`config.mk`:
```
export PLATFORM = sky130hd
export DESIGN_NAME = rhs2116_spi_responder
export DESIGN_NICKNAME = d
export VERILOG_FILES = /design/src/rtl/rhs2116_spi_responder.sv
export SDC_FILE = /design/constraint.sdc
export NUM_CORES = 1
export LEC_CHECK = 0
export CORE_MARGIN = 2
export CORE_UTILIZATION = 60
export CTS_CLUSTER_DIAMETER = 150
export DETAILED_ROUTE_END_ITERATION = 16
export PLACE_DENSITY_LB_ADDON = 0.2
export SYNTH_ARGS = -nofsm -noshare
export SYNTH_HDL_FRONTEND = slang
export SYNTH_SLANG_ARGS = --single-unit
```
`constraint.sdc`:
```
create_clock -name clk_spi -period 9.7 [get_ports clk_spi]
set_input_delay 1.94 -clock clk_spi [delete_from_list [all_inputs] [get_ports clk_spi]]
set_output_delay 1.94 -clock clk_spi [all_outputs]
set_load 0.02 [all_outputs]
```
`src/rtl/rhs2116_spi_responder.sv`:
```
`default_nettype none
// +----------------------------------------------------------------------------------+
// | Module  : rhs2116_spi_responder                                                  |
// | Purpose : RHS2116-style SPI mode-1 slave with 32-bit frames and a pipelined      |
// |           response queue, used for loopback and bench tests with no chip fitted. |
// | Option  : RHS_RESPONDER_SYNC_EN adds a 2-FF synchronizer on cs_n/sclk/mosi.      |
// | Rev     : 1.0  initial release                                                   |
// +----------------------------------------------------------------------------------+
module rhs2116_spi_responder #(
  parameter int          LATENCY     = 2,
  parameter logic [11:0] SAMPLE_SEED = 12'h000
) (
  input  logic        clk_spi,
  input  logic        rst,
  input  logic        enable,
  input  logic        cs_n,
  input  logic        sclk,
  input  logic        mosi,
  output logic        miso,
  output logic [31:0] cmd_out,
  output logic        cmd_valid,
  output logic        frame_err,
  output logic [15:0] frame_cnt
);

  typedef enum logic [1:0] {
    ST_IDLE   = 2'd0,
    ST_ACTIVE = 2'd1,
    ST_COMMIT = 2'd2
  } state_t;

  logic w_cs_in, w_sclk_in, w_mosi_in;

`ifdef RHS_RESPONDER_SYNC_EN
  logic [1:0] r_cs_sync, r_sclk_sync, r_mosi_sync;
  always_ff @(posedge clk_spi) begin
    if (rst) begin
      r_cs_sync   <= 2'b00;
      r_sclk_sync <= 2'b00;
      r_mosi_sync <= 2'b00;
    end else begin
      r_cs_sync   <= {r_cs_sync[0], cs_n};
      r_sclk_sync <= {r_sclk_sync[0], sclk};
      r_mosi_sync <= {r_mosi_sync[0], mosi};
    end
  end
  assign w_cs_in   = r_cs_sync[1];
  assign w_sclk_in = r_sclk_sync[1];
  assign w_mosi_in = r_mosi_sync[1];
`else
  assign w_cs_in   = cs_n;
  assign w_sclk_in = sclk;
  assign w_mosi_in = mosi;
`endif

  // cs_n history resets low so a frame already in progress at reset release shows no falling edge
  logic r_cs_s1, r_cs_s2, r_sclk_s1, r_sclk_s2, r_mosi_s1;
  always_ff @(posedge clk_spi) begin
    if (rst) begin
      r_cs_s1   <= 1'b0;
      r_cs_s2   <= 1'b0;
      r_sclk_s1 <= 1'b0;
      r_sclk_s2 <= 1'b0;
      r_mosi_s1 <= 1'b0;
    end else begin
      r_cs_s1   <= w_cs_in;
      r_cs_s2   <= r_cs_s1;
      r_sclk_s1 <= w_sclk_in;
      r_sclk_s2 <= r_sclk_s1;
      r_mosi_s1 <= w_mosi_in;
    end
  end

  logic w_cs_fall, w_cs_rise, w_sclk_fall;
  assign w_cs_fall   = r_cs_s2 & ~r_cs_s1;
  assign w_cs_rise   = ~r_cs_s2 & r_cs_s1;
  assign w_sclk_fall = r_sclk_s2 & ~r_sclk_s1;

  state_t      r_state, w_state_nxt;
  logic [5:0]  r_bit_cnt, w_bit_cnt_inc, w_bit_cnt_nxt;
  logic [31:0] r_rx_sh, r_tx_sh;
  logic [31:0] r_q   [LATENCY];
  logic [11:0] r_cnt [16];
  logic        w_load, w_shift, w_commit, w_err;

  assign w_bit_cnt_inc = (r_bit_cnt == 6'd33) ? 6'd33 : r_bit_cnt + 6'd1;
  assign w_bit_cnt_nxt = w_sclk_fall ? w_bit_cnt_inc : r_bit_cnt;

  always_ff @(posedge clk_spi) begin
    if (rst) r_state <= ST_IDLE;
    else     r_state <= w_state_nxt;
  end

  // The CS-rise test uses the post-shift bit count so a final SCLK fall in the same cycle still counts
  always_comb begin
    w_state_nxt = r_state;
    w_load      = 1'b0;
    w_shift     = 1'b0;
    w_commit    = 1'b0;
    w_err       = 1'b0;
    if (!enable) begin
      w_state_nxt = ST_IDLE;
    end else begin
      case (r_state)
        ST_IDLE: begin
          if (w_cs_fall) begin
            w_state_nxt = ST_ACTIVE;
            w_load      = 1'b1;
          end
        end
        ST_ACTIVE: begin
          w_shift = w_sclk_fall;
          if (w_cs_rise) begin
            if (w_bit_cnt_nxt == 6'd32) begin
              w_state_nxt = ST_COMMIT;
            end else begin
              w_state_nxt = ST_IDLE;
              w_err       = 1'b1;
            end
          end
        end
        ST_COMMIT: begin
          w_commit    = 1'b1;
          w_state_nxt = ST_IDLE;
        end
        default: w_state_nxt = ST_IDLE;
      endcase
    end
  end

  logic [3:0]  w_ch;
  logic        w_is_conv;
  logic [31:0] w_resp;
  assign w_ch      = r_rx_sh[19:16];
  assign w_is_conv = (r_rx_sh[31:30] == 2'b00);
  assign w_resp    = w_is_conv ? {4'hC, r_rx_sh[21:16], 6'b0, w_ch, r_cnt[w_ch]}
                               : {2'b10, 14'b0, r_rx_sh[31:16]};

  always_ff @(posedge clk_spi) begin
    if (rst) begin
      r_bit_cnt <= 6'd0;
      r_rx_sh   <= 32'h0;
      r_tx_sh   <= 32'h0;
      cmd_out   <= 32'h0;
      cmd_valid <= 1'b0;
      frame_err <= 1'b0;
      frame_cnt <= 16'h0;
      for (int i = 0; i < LATENCY; i++) r_q[i] <= 32'h0;
      for (int i = 0; i < 16; i++) r_cnt[i] <= SAMPLE_SEED;
    end else begin
      cmd_valid <= w_commit;
      frame_err <= w_err;
      if (w_load) begin
        r_bit_cnt <= 6'd0;
        r_tx_sh   <= r_q[LATENCY-1];
      end else if (w_shift) begin
        r_bit_cnt <= w_bit_cnt_inc;
        r_rx_sh   <= {r_rx_sh[30:0], r_mosi_s1};
        r_tx_sh   <= {r_tx_sh[30:0], 1'b0};
      end
      if (w_commit) begin
        cmd_out   <= r_rx_sh;
        frame_cnt <= frame_cnt + 16'd1;
        for (int i = LATENCY - 1; i > 0; i--) r_q[i] <= r_q[i-1];
        r_q[0] <= w_resp;
        if (w_is_conv) r_cnt[w_ch] <= r_cnt[w_ch] + 12'd1;
      end
    end
  end

  assign miso = enable & (r_state == ST_ACTIVE) & r_tx_sh[31];

endmodule
`default_nettype wire

```
## After elaboration in Yosys (flattened, before gate mapping)

Memory sizes are Yosys's and may differ from the RTL's. A register that Yosys moved wholly into a read port is not among the register bits.
Cells that the tools add are included.

| operators by class | value |
|---|---|
| mux-type cells | 33 |
| add/sub/neg operators | 3 |
| eq/ne operators | 6 |
| bitwise logic cells | 14 |
| multipliers | 0 |
| shift operators | 0 |
| divide/modulo/power cells | 0 |
| reduce and logical (&&, ||, !) cells | 9 |
| order comparisons | 0 |

Operators by type and width:

| cell | count |
|---|---|
| $mux 32 | 4 |
| $mux 31 | 1 |
| $mux 1 | 18 |
| $add 16x1->16 const B | 1 |
| $add 12x1->12 const B | 1 |
| $eq 6x6->1 const B | 2 |
| $mux 12 | 1 |
| $mux 4 | 3 |
| $mux 6 | 2 |
| $reduce_or 12->1 | 1 |
| $not 1->1 | 7 |
| $add 6x1->6 const B | 1 |
| $mux 2 | 3 |
| $and 1x1->1 | 5 |
| $logic_not 2->1 | 2 |
| $ne 2x2->1 const B | 2 |
| $pmux 2 s2 | 1 |
| $reduce_and 2->1 | 2 |
| $reduce_or 2->1 | 2 |
| $reduce_or 4->1 | 1 |
| $eq 2x1->1 const B | 1 |
| $eq 2x2->1 const B | 1 |
| $or 1x1->1 | 2 |
| $reduce_bool 2->1 | 1 |

| storage, ports and cells | value |
|---|---|
| word-level logic and storage cells | 80 |
| RAM bits | 256 |
| flip-flop bits (word level) | 127 |
| latch bits | 0 |
| memories kept | 2 |
| output and inout port bits | 51 |
| bits in read-only memories | 0 |

Memories:

| memory | depth | width | read ports | clocked after memory_dff | write ports | RTL line | source |
|---|---|---|---|---|---|---|---|
| r_cnt | 16 | 12 | 1 | 1 | 16 | 83 | `logic [11:0] r_cnt [16];` |
| r_q | 2 | 32 | 2 | 0 | 2 | 82 | `logic [31:0] r_q [LATENCY];` |

## Logic depth before layout (Yosys ltp)

| depth | value |
|---|---|
| depth after elaboration | 9 |
| gate-level depth with buffers | 14 |
| mapped depth without buffers | 8 |

## Worst setup path after synthesis

No wires, ideal clock.

| timing | value |
|---|---|
| kind | input -> output |
| start | input port enable |
| end | output port miso |
| slack | 5353 ps |
| arrival | 2407 ps |
| path buffers | 0 |
| cell stages on the path | 2 |
| cells stage by stage | nor2b_1 > and3_1 |

| on the way | value |
|---|---|
| longest elaborated chain between the ends | 2 |

RTL lines:

| item | RTL line | source |
|---|---|---|
| start: declaration | 15 | `input logic enable,` |
| $and 1x1->1 (2 in a row) | 171 | `assign miso = enable & (r_state == ST_ACTIVE) & r_tx_sh[31];` |
| end: declaration | 19 | `output logic miso,` |

Every way passes these cells.

## Worst setup path in the final report

Ends and elaborated chain as after synthesis.

==> flow_summary.yaml <==
grt:
  grt_pass1_wl_um: 53260
  grt_pass1_vias: 9296
  grt_use_total: 0.2628
  grt-ovfl-total: 0
  grt_max_degree: 73
  grt_antenna_before_repair: 0
setup_path:
  cp-start-kind: "input pin"
  critical_path.most_common_cell: "clkdlybuf4s50_1"
  required_ns: 7.76
  cp_slowest_stage_delay_ns: 0.60
  crit_chain: "clkdlybuf4s50_1 > nor2b_1 > and3_1 > clkdlybuf4s50_1"
  slowest_stage: "clkdlybuf4s50_1"
  arrival_ns: 3.50
  crit_fanout: 4
  path_class: "input pin to output port"
  end_kind: "output port"
synth:
  synthCells: 1297
  synth-edff-count: 240
  syn_area_um2: 15410
  ys.flop_type: "edfxtp_1"
  synthArstFlopShare: 0
  synth.net_count: 1307
  synth.avg_cell_area_um2: 11.88
  synth_warnings: 0
  synth.distinct_cells: 54
  synth.top_cells.by_area: "edfxtp_1, dfxtp_1, mux4_2"
  synth_top_area_frac: 0.4678
  synth_seq_cells: 371
  ys_seq_area_frac: 0.6380
  synth_top_area_cell: "edfxtp_1"
die:
  ios: 57
  die_y_um: 164.2
  dieArea_um2: 26980
  die_w_um: 164.2
  initial_core_util: 0.6118
  coreArea_um2: 25180
  row_count: 58
finish:
  fin_util: 0.6792
  layout.nets: 1315
  diodes: 0
  area_growth_pct: 11.00
  layout_common_cells: "edfxtp_1, nor2_1, nand2_1"
  layout_commonest_cell: "edfxtp_1"
  final_area_um2: 17100
  drive_gt1_frac: 0.1009
sta:
  fmax_ghz: 0.1839
  period_share: 0.5604
  worst_slew_pin_slew_ns: 1.175
  min_period_ns: 5.436
  drv_slew: 0
  rsz0062_at_grt: "false"
  skew_ns: 0.01193
  hold_viol: 0
  setup_viol: 0
  maxSlewHeadroom: 0.2168
  fin_tns_setup_ns: 0
clock_network:
  cts_buffer_depth: 3
  worstSkewPairLatency_ns: 0.52
  numClockSinks: 371
  cts_max_level: 2
  post_cts_resized: 0
  hold_buffers: 0
  cts_buffers: 36
  postCtsSetupBuffers: 0
  cts_tree: "built"
  cts-root-buf: "clkbuf_16"
  clk_pin_slew_ns: 0.06
status:
  outcome: "complete, no violations"
power_and_ir_drop:
  p_per_area_nw_per_um2: 186.0
  p_leak_uw: 0.005670
  ir_drop_uv: 163.0
detailed_routing:
  routed_wl_um: 34170
  vias_per_cell: 5.935
  postRouteAntennaNets: 0
  routedWlPerCell_um: 20.61
  drc: 0
  dr_total_vias: 9840
  first_pass_iters: 5
  drt_iter0_drc: 1220
placement:
  io_buffers: 56
  placed_area_um2: 16000
  dp_hpwl_um: 21350
  gp_routability_congestion: 0.9164
job:
  maxCapViolations: 0
hold_path:
  worst_hold_path_type: "flop to flop"
==> metal layers <==
layer,track usage,vias to the layer above,wire length [um]
li1,-,4577,-
met1,0.3743,4767,13870
met2,0.4114,411,16170
met3,0.04268,85,2836
met4,0.09888,0,1292
met5,0,-,0
==> path summary, 6_finish.rpt <==
| check | startpoint | end | slack (ns) | depth (start not counted) |
|---|---|---|---|---|
| setup reg to reg | flop | r_cnt[1][10] | 4.82 | 9 |
| hold reg to reg | cmd_out[30] | cmd_out[30] | 0.45 | 2 |
| setup / recovery | enable | miso | 4.26 | 4 |
| hold / removal | cmd_out[30] | cmd_out[30] | 0.45 | 2 |
==> Yosys cell counts (all sizes together), types with 7 or more instances <==
cell and count:
edfxtp 240, nor2 215, nand2 211, dfxtp 131, a21oi 121, clkbuf 74
mux4 48, a22oi 47, and2 31, buf 27, nand3 22, xor2 22
nand2b 18, mux2i 10, nor2b 10, nor3 9, nand4 8, and3 7
==> cells by family after synthesis <==
kind of cell             share of synthesized area
XOR/XNOR                                   0.01884
buffers and inverters                      0.03597
adder cells (fa/ha/maj)                   0.003248
flip-flops                                  0.6380
AO/OA/AOI/OAI                              0.07106
multiplexers                               0.07967
AND/OR/NAND/NOR                             0.1532
==> metrics by stage <==
step,instances,power [uW],hold slack [ns],worst slack (ns)
finish,1658,3180,0.4516,4.264
global route,1658,3273,0.4746,4.168
CTS,1658,3198,0.4545,4.260
detailed placement,1597,1889,0.4430,4.052
global placement,1597,1886,0.4242,4.151
floorplan,1297,1841,0.4174,5.353
==> power by group <==
part / internal, uW / leakage, uW / total (uW) / switching, uW
Clock: 770 / 0.000542 / 1320 / 553
Sequential: 1730 / 0.00333 / 1750 / 21.4
Combinational: 28.4 / 0.00179 / 105 / 76.2
==> cell type report <==
class                      instances  area, um2
clock buffer                      47      993.5
inverter                           6      22.52
timing repair buffer              71      670.6
multi-input combinational        819       5061
tap                              330      412.9
fill                            1809       8079
sequential                       371       9832
clock inverter                    14      110.1
==> worst max-delay path: cells and delay by family <==
kind / cells / cell delay (ns)
AND/OR/NAND/NOR: 2 / 0.44
buffers and inverters: 2 / 1.12
==> state kept, by name, indices dropped and copies added (netlist names), named ones only <==
signal and count:
frame_cnt 16, r_cnt 192, r_sclk_s1 1, r_mosi_s1 1
r_cs_s1 1, cmd_valid 1, cmd_out 32, r_rx_sh 32
frame_err 1, r_state 2, r_cs_s2 1, r_bit_cnt 6
r_sclk_s2 1, r_q 48, r_tx_sh 32
No activity file was read; power rests on OpenSTA's default activity.
